File: src/rtl/bsg_pkg.sv
// Shared definitions for the bsg register interface:
// transmit FSM states, CTRL bit positions and default sizing.
package bsg_pkg;

    typedef enum logic [1:0] {
        TX_IDLE  = 2'd0,
        TX_START = 2'd1,
        TX_BUSY  = 2'd2
    } tx_state_e;

    localparam int CTRL_TXEN    = 0;
    localparam int CTRL_INTMSK  = 1;
    localparam int CTRL_INTFLAG = 2;
    localparam int CTRL_STATUS  = 3;
    localparam int CTRL_ERR     = 4;
    localparam int CTRL_GO      = 5;

    localparam int         DEF_DW   = 8;
    localparam int         DEF_AW   = 8;
    localparam int         DEF_NCH  = 4;
    localparam logic [7:0] DEF_BASE = 8'h10;

endpackage

File: src/rtl/bsg_reg_if_if.sv
// Simple valid/ready register bus: one request per
// accepted cycle, read data returned one edge later.
interface bsg_reg_if_if #(
    parameter int DW = 8,
    parameter int AW = 8
);
    logic [AW-1:0] addr;
    logic [DW-1:0] wdata;
    logic          wr;
    logic          valid;
    logic          ready;
    logic [DW-1:0] rdata;

    modport master (
        output addr, wdata, wr, valid,
        input  ready, rdata
    );

    modport slave (
        input  addr, wdata, wr, valid,
        output ready, rdata
    );
endinterface

File: src/rtl/bsg_tx_seq.sv
// Transmit sequencer: IDLE -> START (one-cycle start
// pulse) -> BUSY until the transmitter reports done.
module bsg_tx_seq
    import bsg_pkg::*;
(
    input  logic clk,
    input  logic rst_n,
    input  logic go,
    input  logic abort,
    input  logic tx_done,
    output logic tx_start,
    output logic busy,
    output logic done_evt
);

    tx_state_e state_q, state_d;

    // State register, cleared asynchronously.
    always_ff @(posedge clk or negedge rst_n) begin
        if (!rst_n) state_q <= TX_IDLE;
        else        state_q <= state_d;
    end

    // Next state; abort wins over a coincident tx_done.
    always_comb begin
        state_d  = state_q;
        tx_start = 1'b0;
        done_evt = 1'b0;
        busy     = (state_q != TX_IDLE);
        unique case (state_q)
            TX_IDLE: begin
                if (go) state_d = TX_START;
            end
            TX_START: begin
                tx_start = 1'b1;
                state_d  = abort ? TX_IDLE : TX_BUSY;
            end
            TX_BUSY: begin
                if (abort) begin
                    state_d = TX_IDLE;
                end else if (tx_done) begin
                    state_d  = TX_IDLE;
                    done_evt = 1'b1;
                end
            end
            default: state_d = TX_IDLE;
        endcase
    end

endmodule

File: src/rtl/bsg_reg_if.sv
// Register block: CTRL plus NCH channel data registers,
// driving a transmit sequencer and a masked interrupt.
module bsg_reg_if
    import bsg_pkg::*;
#(
    parameter int            DW   = DEF_DW,
    parameter int            AW   = DEF_AW,
    parameter int            NCH  = DEF_NCH,
    parameter logic [AW-1:0] BASE = AW'(DEF_BASE)
) (
    input  logic              clk,
    input  logic              rst_n,
    bsg_reg_if_if.slave       bus,
    output logic [NCH*DW-1:0] ch_data,
    output logic              tx_en,
    output logic              tx_start,
    input  logic              tx_done,
    output logic              irq
);

    logic [AW-1:0]     off;
    logic [AW-1:0]     ch_idx;
    logic              is_ctrl, is_ch, unmapped;
    logic              xfer, ctrl_wr, ch_wr;
    logic              status, done_evt;
    logic              go_req, go_ok, go_err;
    logic              abort, err_set;

    logic              txen_q, txen_d;
    logic              intmsk_q, intmsk_d;
    logic              intflag_q, intflag_d;
    logic              err_q, err_d;
    logic              irq_q, irq_d;
    logic [DW-1:0]     rdata_q, rdata_d;
    logic [NCH*DW-1:0] ch_q, ch_d;
    logic [DW-1:0]     ctrl_rd, rd_mux;

    // Address decode relative to CTRL.
    assign off      = bus.addr - BASE;
    assign ch_idx   = off - AW'(1);
    assign is_ctrl  = (bus.addr == BASE);
    assign is_ch    = (off >= AW'(1)) && (off <= AW'(NCH));
    assign unmapped = ~is_ctrl & ~is_ch;

    // Channel writes stall while a transmission is live.
    assign bus.ready = ~(bus.wr & is_ch & status);
    assign xfer      = bus.valid & bus.ready;
    assign ctrl_wr   = xfer & bus.wr & is_ctrl;
    assign ch_wr     = xfer & bus.wr & is_ch;

    assign go_req  = ctrl_wr & bus.wdata[CTRL_GO];
    assign go_ok   = go_req & bus.wdata[CTRL_TXEN] & ~status;
    assign go_err  = go_req & ~go_ok;
    assign abort   = ctrl_wr & ~bus.wdata[CTRL_TXEN] & status;
    assign err_set = (xfer & unmapped) | go_err;

    bsg_tx_seq u_seq (
        .clk      (clk),
        .rst_n    (rst_n),
        .go       (go_ok),
        .abort    (abort),
        .tx_done  (tx_done),
        .tx_start (tx_start),
        .busy     (status),
        .done_evt (done_evt)
    );

    // CTRL readback image; GO and upper bits read as zero.
    always_comb begin
        ctrl_rd               = '0;
        ctrl_rd[CTRL_TXEN]    = txen_q;
        ctrl_rd[CTRL_INTMSK]  = intmsk_q;
        ctrl_rd[CTRL_INTFLAG] = intflag_q;
        ctrl_rd[CTRL_STATUS]  = status;
        ctrl_rd[CTRL_ERR]     = err_q;
    end

    // Read mux; unmapped addresses return zero.
    always_comb begin
        rd_mux = '0;
        if (is_ctrl)    rd_mux = ctrl_rd;
        else if (is_ch) rd_mux = ch_q[int'(ch_idx)*DW +: DW];
    end

    // Next-state for all bus-visible registers.
    // Hardware set of INTFLAG/ERR dominates a W1C.
    always_comb begin
        txen_d   = txen_q;
        intmsk_d = intmsk_q;
        if (ctrl_wr) begin
            txen_d   = bus.wdata[CTRL_TXEN];
            intmsk_d = bus.wdata[CTRL_INTMSK];
        end
        intflag_d = (intflag_q
                  & ~(ctrl_wr & bus.wdata[CTRL_INTFLAG]))
                  | done_evt;
        err_d     = (err_q
                  & ~(ctrl_wr & bus.wdata[CTRL_ERR]))
                  | err_set;
        ch_d = ch_q;
        if (ch_wr) ch_d[int'(ch_idx)*DW +: DW] = bus.wdata;
        rdata_d = (xfer & ~bus.wr) ? rd_mux : rdata_q;
        irq_d   = intflag_q & intmsk_q;
    end

    // Register update with asynchronous clear.
    always_ff @(posedge clk or negedge rst_n) begin
        if (!rst_n) begin
            txen_q    <= 1'b0;
            intmsk_q  <= 1'b0;
            intflag_q <= 1'b0;
            err_q     <= 1'b0;
            irq_q     <= 1'b0;
            rdata_q   <= '0;
            ch_q      <= '0;
        end else begin
            txen_q    <= txen_d;
            intmsk_q  <= intmsk_d;
            intflag_q <= intflag_d;
            err_q     <= err_d;
            irq_q     <= irq_d;
            rdata_q   <= rdata_d;
            ch_q      <= ch_d;
        end
    end

    assign bus.rdata = rdata_q;
    assign ch_data   = ch_q;
    assign tx_en     = txen_q;
    assign irq       = irq_q;

endmodule

File: src/flat_wrapper.sv
// flat-port wrapper written by rule: the top's interface ports become plain ports
module bsg_reg_if_flat import bsg_pkg::*;
#(
    parameter int            DW   = DEF_DW,
    parameter int            AW   = DEF_AW,
    parameter int            NCH  = DEF_NCH,
    parameter logic [AW-1:0] BASE = AW'(DEF_BASE)
)
  (clk, rst_n, ch_data, tx_en, tx_start, tx_done, irq, bus_addr, bus_wdata, bus_wr, bus_valid, bus_ready, bus_rdata);
  bsg_reg_if_if #(.DW(DW), .AW(AW)) bus_i ();
  input  logic clk;
  input  logic rst_n;
  output logic [NCH*DW-1:0] ch_data;
  output logic tx_en;
  output logic tx_start;
  input  logic tx_done;
  output logic irq;
  input wire logic [$bits(bus_i.addr)-1:0] bus_addr;
  input wire logic [$bits(bus_i.wdata)-1:0] bus_wdata;
  input wire logic [$bits(bus_i.wr)-1:0] bus_wr;
  input wire logic [$bits(bus_i.valid)-1:0] bus_valid;
  output wire logic [$bits(bus_i.ready)-1:0] bus_ready;
  output wire logic [$bits(bus_i.rdata)-1:0] bus_rdata;
  assign bus_i.addr = bus_addr;
  assign bus_i.wdata = bus_wdata;
  assign bus_i.wr = bus_wr;
  assign bus_i.valid = bus_valid;
  assign bus_ready = bus_i.ready;
  assign bus_rdata = bus_i.rdata;
  bsg_reg_if #(.DW(DW), .AW(AW), .NCH(NCH), .BASE(BASE)) u_core (.clk(clk), .rst_n(rst_n), .bus(bus_i), .ch_data(ch_data), .tx_en(tx_en), .tx_start(tx_start), .tx_done(tx_done), .irq(irq));
endmodule
File: config.mk
export PLATFORM = sky130hd
export DESIGN_NAME = bsg_reg_if_flat
export DESIGN_NICKNAME = d
export VERILOG_FILES = /design/src/rtl/bsg_pkg.sv /design/src/rtl/bsg_reg_if_if.sv /design/src/rtl/bsg_tx_seq.sv /design/src/rtl/bsg_reg_if.sv /design/src/flat_wrapper.sv
export SDC_FILE = /design/constraint.sdc
export NUM_CORES = 1
export LEC_CHECK = 0
export CELL_PAD_IN_SITES_DETAIL_PLACEMENT = 1
export CELL_PAD_IN_SITES_GLOBAL_PLACEMENT = 1
export CORE_AREA = 2 2 92 94
export DETAILED_ROUTE_END_ITERATION = 16
export DIE_AREA = 0 0 94 96
export PLACE_DENSITY = 0.79
export SETUP_SLACK_MARGIN = 0.2
export SLEW_MARGIN = 20
export SYNTH_ARGS = -nofsm -noshare
export SYNTH_HDL_FRONTEND = slang
export SYNTH_SLANG_ARGS = --single-unit
File: constraint.sdc
create_clock -name clk -period 2.8 [get_ports clk]
set_clock_uncertainty 0.15 [all_clocks]
set_input_delay 0.7 -clock clk [delete_from_list [all_inputs] [get_ports clk]]
set_output_delay 0.7 -clock clk [all_outputs]
set_load 0.02 [all_outputs]
Yosys cells after proc, flatten, opt, wreduce, memory -nomap -nowiden. Index checks and enable logic that the tools add are counted.

Order comparisons: 2. Reduce and logical (&&, ||, !) cells: 4. Bitwise gates (word level): 32. Shift-type cells: 3. Add/subtract/negate cells: 3. Mux-type cells: 12. Equal/unequal tests: 5.

Operator list (number): negator 11 -> 33 bit (1); variable shift 8 x 33 -> 32 bit, first input constant (1); variable part select 8 x 33 -> 32 bit (1); bitwise mux 32 bit (1); variable part select 32 x 12 -> 8 bit (1); bitwise AND 1 bit (20); 2-to-1 mux 8 bit (2); inverter 1 bit (9); equality test 8 x 5 -> 1 bit, second input constant (1); greater-or-equal comparator 8 x 1 -> 1 bit, second input constant (1); less-or-equal comparator 8 x 3 -> 1 bit, second input constant (1); 2-to-1 mux 2 bit (4); subtractor 8 x 1 -> 8 bit, second input constant (1); subtractor 8 x 5 -> 8 bit, second input constant (1); case mux 2 bit (3 select lines) (1); 2-to-1 mux 1 bit (4); inequality test 3 bit, second input constant (1); OR 1 bit (3); equality test 2 x 1 -> 1 bit, second input constant (1); equality test 2 bit, second input constant (1); logical NOT 2 bit (1); inequality test 2 x 1 -> 1 bit, second input constant (1); AND reduction 2 bit (1); nonzero test 2 bit (1); logical AND 1 bit (1).

Output and inout bits: 44. Logic and storage cells: 69. Register bits after elaboration: 47.

Longest topological paths before layout.
Word-level depth: 16. Mapped depth: 16.

By module. Synthesis repeated with hierarchy kept, for this count alone.

Cell total of the unflattened synthesis: 219. Area, all modules: 2688.8 µm².

Modules (own cells, without submodules): bsg_reg_if (seq. area each 1126.1 µm², cells an instance 210, times used 1, area each 2588.7 µm²); bsg_tx_seq (seq. area each 50.0 µm², cells an instance 9, times used 1, area each 100.1 µm²).

Worst setup path after synthesis. No wires, ideal clock.

Path type: input-to-reg. From: in bus_addr[0]. To: reg u_core.ch_q[10] (netlist: u_core.ch_data[10]). Stages: 15. Slack: -1641 ps. Arrival time: 4166 ps. Path buffers: 3. Library setup time: 125 ps. Cell sequence: buf_6 inv_1 ha_1 buf_2 nor4bb_1 nor3_1 nor4_1 and4_1 ha_1 nor2_1 nand2_1 or4b_1 buf_6 a2111oi_4 mux2_2.

Cells in the longest elaborated chain, start to end: 9. Elaborated cells on any way between the ends: 15. Those cells by class: 3 x add/sub; 2 x order compare; 2 x shift; 1 x mux; 6 x bitwise; 1 x reduce/logical.

Ends and longest elaborated chain: start: declaration (line flat_wrapper.sv:18) `input wire logic [$bits(bus_i.addr)-1:0] bus_addr;`; subtractor 8 x 5 -> 8 bit (*) (line bsg_reg_if.sv:39) `assign off = bus.addr - BASE;`; branches (longest 8 deep; another with negator 11 -> 33 bit); end signal: assignment (line bsg_reg_if.sv:123) `ch_q <= ch_d;`; end: declaration (line bsg_reg_if.sv:35) `logic [NCH*DW-1:0] ch_q, ch_d;`.

Mark *: on every way between the ends. A chain may end at the register's enable or synchronous reset.

Worst setup path after layout.
From: in bus_addr[3]. To: reg u_core.ch_q[0] (netlist: u_core.ch_data[0]).

Same word-level chain as after synthesis.

==> out/results.tsv <==
metric	value	unit
status	finished, violations left	
failing checks	setup timing	
critical path fanouts, max	4	
Yosys warnings	0	
CTS tree	built	
largest net degree at the start of global routing	29	
hold buffers post-CTS	0	
full die area	9020	um2
Max Cap Violations	0	
crit path to	u_core.ch_data[0]	
initial core utilization	34.7	%
Final WS setup	-1330	ps
fin cells	495	
via count	2719	
die height	96	um
Layout Utilization	59.2	%
antenna violations before repair	0	
flop and latch count out of synthesis	47	
Fin. Hold Viols	0	
CP max stage delay	430	ps
Sink Count	47	
average wire per standard cell	23.9	um
reg-to-reg endpoint	u_core.ch_data[24]	
Worst-Skew Late Latency	310	ps
unrepaired setup endpoints after global routing	yes	
Critical Path RT	2840	ps
setup violators final	37	
FF-to-FF path depth	8	
DRC viols	0	
worst reg2reg path startpoint	u_core.u_seq.state_q[1]	
sequential fraction of the synthesis area	42.1	%
Synth Instances	241	
Crit path arrival time	4170	ps
clock transition at the registers of the reported paths	100	ps
max_slew headroom	65.2	%
CTS buffer count	5	
Routed WL	11800	um
gr ovfl total	0	
routed vias/inst	5.49	
most frequent cell on the critical path	buf_6	
layout cells sized above 1	45.6	%
synth-to-layout area growth	70.5	%
Placed Cells	460	
Synth Flop Type	dfrtp_1	
EDFF count, synth	0	
Critical-path top delay cell	a2111o_1	
Peak VDD IR	235	uV
ys async rst share	100	%
Power Dens Cells	361	nW/um2
crit share post-route	148	%
vias in the first global route	2933	
cell area after synthesis	2790	um2
synthesized net count	269	
Clk Tree Root Cell	clkbuf_8	
CP Class	input pin to flip-flop	
CTS HTree Levels	2	
Boundary Pins	65	
ANT nets after route	0	
core area	8050	um2
final instance area	4760	um2
Hold WC Path Type	input pin to async pin	
Ant. Diodes	0	
clk buf depth	2	
Distinct cells, synth	51	
GRT Util Overall	25.5	%
Post-DP HPWL	7130	um
ordered list of cells on the worst path	dlygate4sd2_1, nor4_2, buf_4, buf_4, and3_1, nor4_4, buf_4, buf_6, buf_6, buf_6, buf_6, buf_6, buf_6, buf_6, buf_6, buf_6, buf_6, buf_6, o311ai_4, buf_4, a2111o_1, buf_6, mux2_4	
LEAKAGE	0.00208	uW
setup TNS	-41850	ps
initial drt markers	149	
first-pass GRT wire length	17200	um
max-slew violation count	0	
CP endpoint kind	flip-flop	
GP Congestion	0.807	
Placement Cell Area	4130	um2
Peak Freq	242	MHz
Final #Nets	417	
Worst-Margin Slew	515	ps
launch point of the critical path	bus_addr[3]	
syn_area_per_cell	11.6	um2
drt pass-1 iters	4	
minimum clock period	4130	ps
R2R Setup Slk	-40	ps
startpoint types	input pin	
# port buffers	64	
num rows	33	
die width	94	um
==> flip-flops by register name, summed over array words and instances, names as in the netlist <==
signal,count
u_core.ch_data,32
u_core.bus.rdata,8
u_core.irq,1
u_core.err_q,1
u_core.intflag_q,1
u_core.u_seq.state_q,2
u_core.tx_en,1
u_core.intmsk_q,1
==> Yosys cell counts (all sizes together) (2+ instances only) <==
library cell,count,area [um2]
a2111o,2,22.5
o311ai,2,17.5
and2,8,50.1
nand2,17,63.8
a31oi,6,37.5
nand4,2,12.5
xnor2,4,42.6
o21ai,5,25.0
nor2,16,60.1
inv,9,33.8
o41ai,2,36.3
clkbuf,2,7.51
mux2,34,383
dfrtp,47,1180
nand3,8,40.0
xor2,2,17.5
mux4,8,180
nand3b,2,15.0
ha,7,87.6
buf,8,58.8
and3,5,31.3
nor3,5,25.0
nor2b,3,18.8
nand2b,5,31.3
o21a,4,30.0
a2111oi,3,82.6
nor3b,3,22.5
a21o,2,15.0
nor4,2,12.5
a21boi,2,15.0
==> kinds of logic after synthesis <==
group | after synthesis | synth area share (%)
fa+ha+maj | 7 | 3.13
mux | 43 | 20.5
simple gates | 82 | 15.7
xor+xnor | 6 | 2.15
flops | 47 | 42.1
buf+inv | 19 | 3.58
compound gates | 37 | 12.8
==> critical path, delay by kind of cell <==
kind | cells | cell delay, ps
buf+inv | 17 | 1970
mux | 1 | 300
compound gates | 2 | 530
simple gates | 3 | 640
==> worst min-delay path by stage <==
stage	start	to	slack, ps	cells past startpoint
6_report	rst_n	u_core.irq	180	1
5_1_grt	rst_n	u_core.u_seq.state_q[1]	210	1
4_1_cts	rst_n	u_core.intflag_q	190	1
3_5_place_dp	u_core.bus.rdata[7]	u_core.bus.rdata[7]	320	2
3_3_place_gp	u_core.bus.rdata[3]	u_core.bus.rdata[3]	320	1
2_1_floorplan	rst_n	u_core.bus.rdata[0]	250	0
==> through the flow <==
step	setup slack, ps	power (uW)	hold slack (ps)
3_5_place_dp	-1900	1010	324
5_1_grt	-1460	1780	208
4_1_cts	-1290	1650	189
2_1_floorplan	-1380	849	254
6_report	-1330	1720	184
3_3_place_gp	-1790	998	324
==> final cells by class <==
cell class | count | area, um2
multi-input combinational | 175 | 1880
fill | 830 | 3290
inverter | 9 | 41.3
timing repair buffer | 151 | 1400
clock buffer | 6 | 72.6
clock inverter | 2 | 60.1
sequential | 47 | 1180
tap | 105 | 131
==> layer usage <==
| layer | routed length (um) | up-vias | global-route usage [%] |
|---|---|---|---|
| li1 | - | 1185 | - |
| met3 | 412 | 23 | 3.52 |
| met1 | 4860 | 1418 | 31.5 |
| met4 | 265 | 0 | 11.6 |
| met5 | 0 | - | 0 |
| met2 | 6280 | 93 | 44.2 |
==> cells in the final DEF, fill, tap and decap left out, types with 3 or more instances in the layout <==
cell              n
clkbuf_8          5
and3_1            4
buf_6            30
clkdlybuf4s50_1  55
o21a_1            4
inv_1             5
nor2_4            3
a2111oi_4         3
and2_1            8
nand2b_1          5
buf_2             3
mux2_4           34
nand3_1           7
ha_4              4
buf_4            58
o21ai_0           3
nand2_1          16
a31oi_1           6
inv_2             3
mux4_2            8
dfrtp_1          47
nor2_1           13
==> power by group <==
| group | internal (uW) | switching [uW] |
|---|---|---|
| registers | 687 | 5.81 |
| clock network | 357 | 248 |
| logic | 210 | 213 |
==> what timing repair did <==
item	in CTS	in global routing
setup endpoints to repair	47	47
gates resized for setup	41	54
buffers inserted	18	9
pin swaps	12	23
Note: power is estimated with default switching activity, not from simulation.
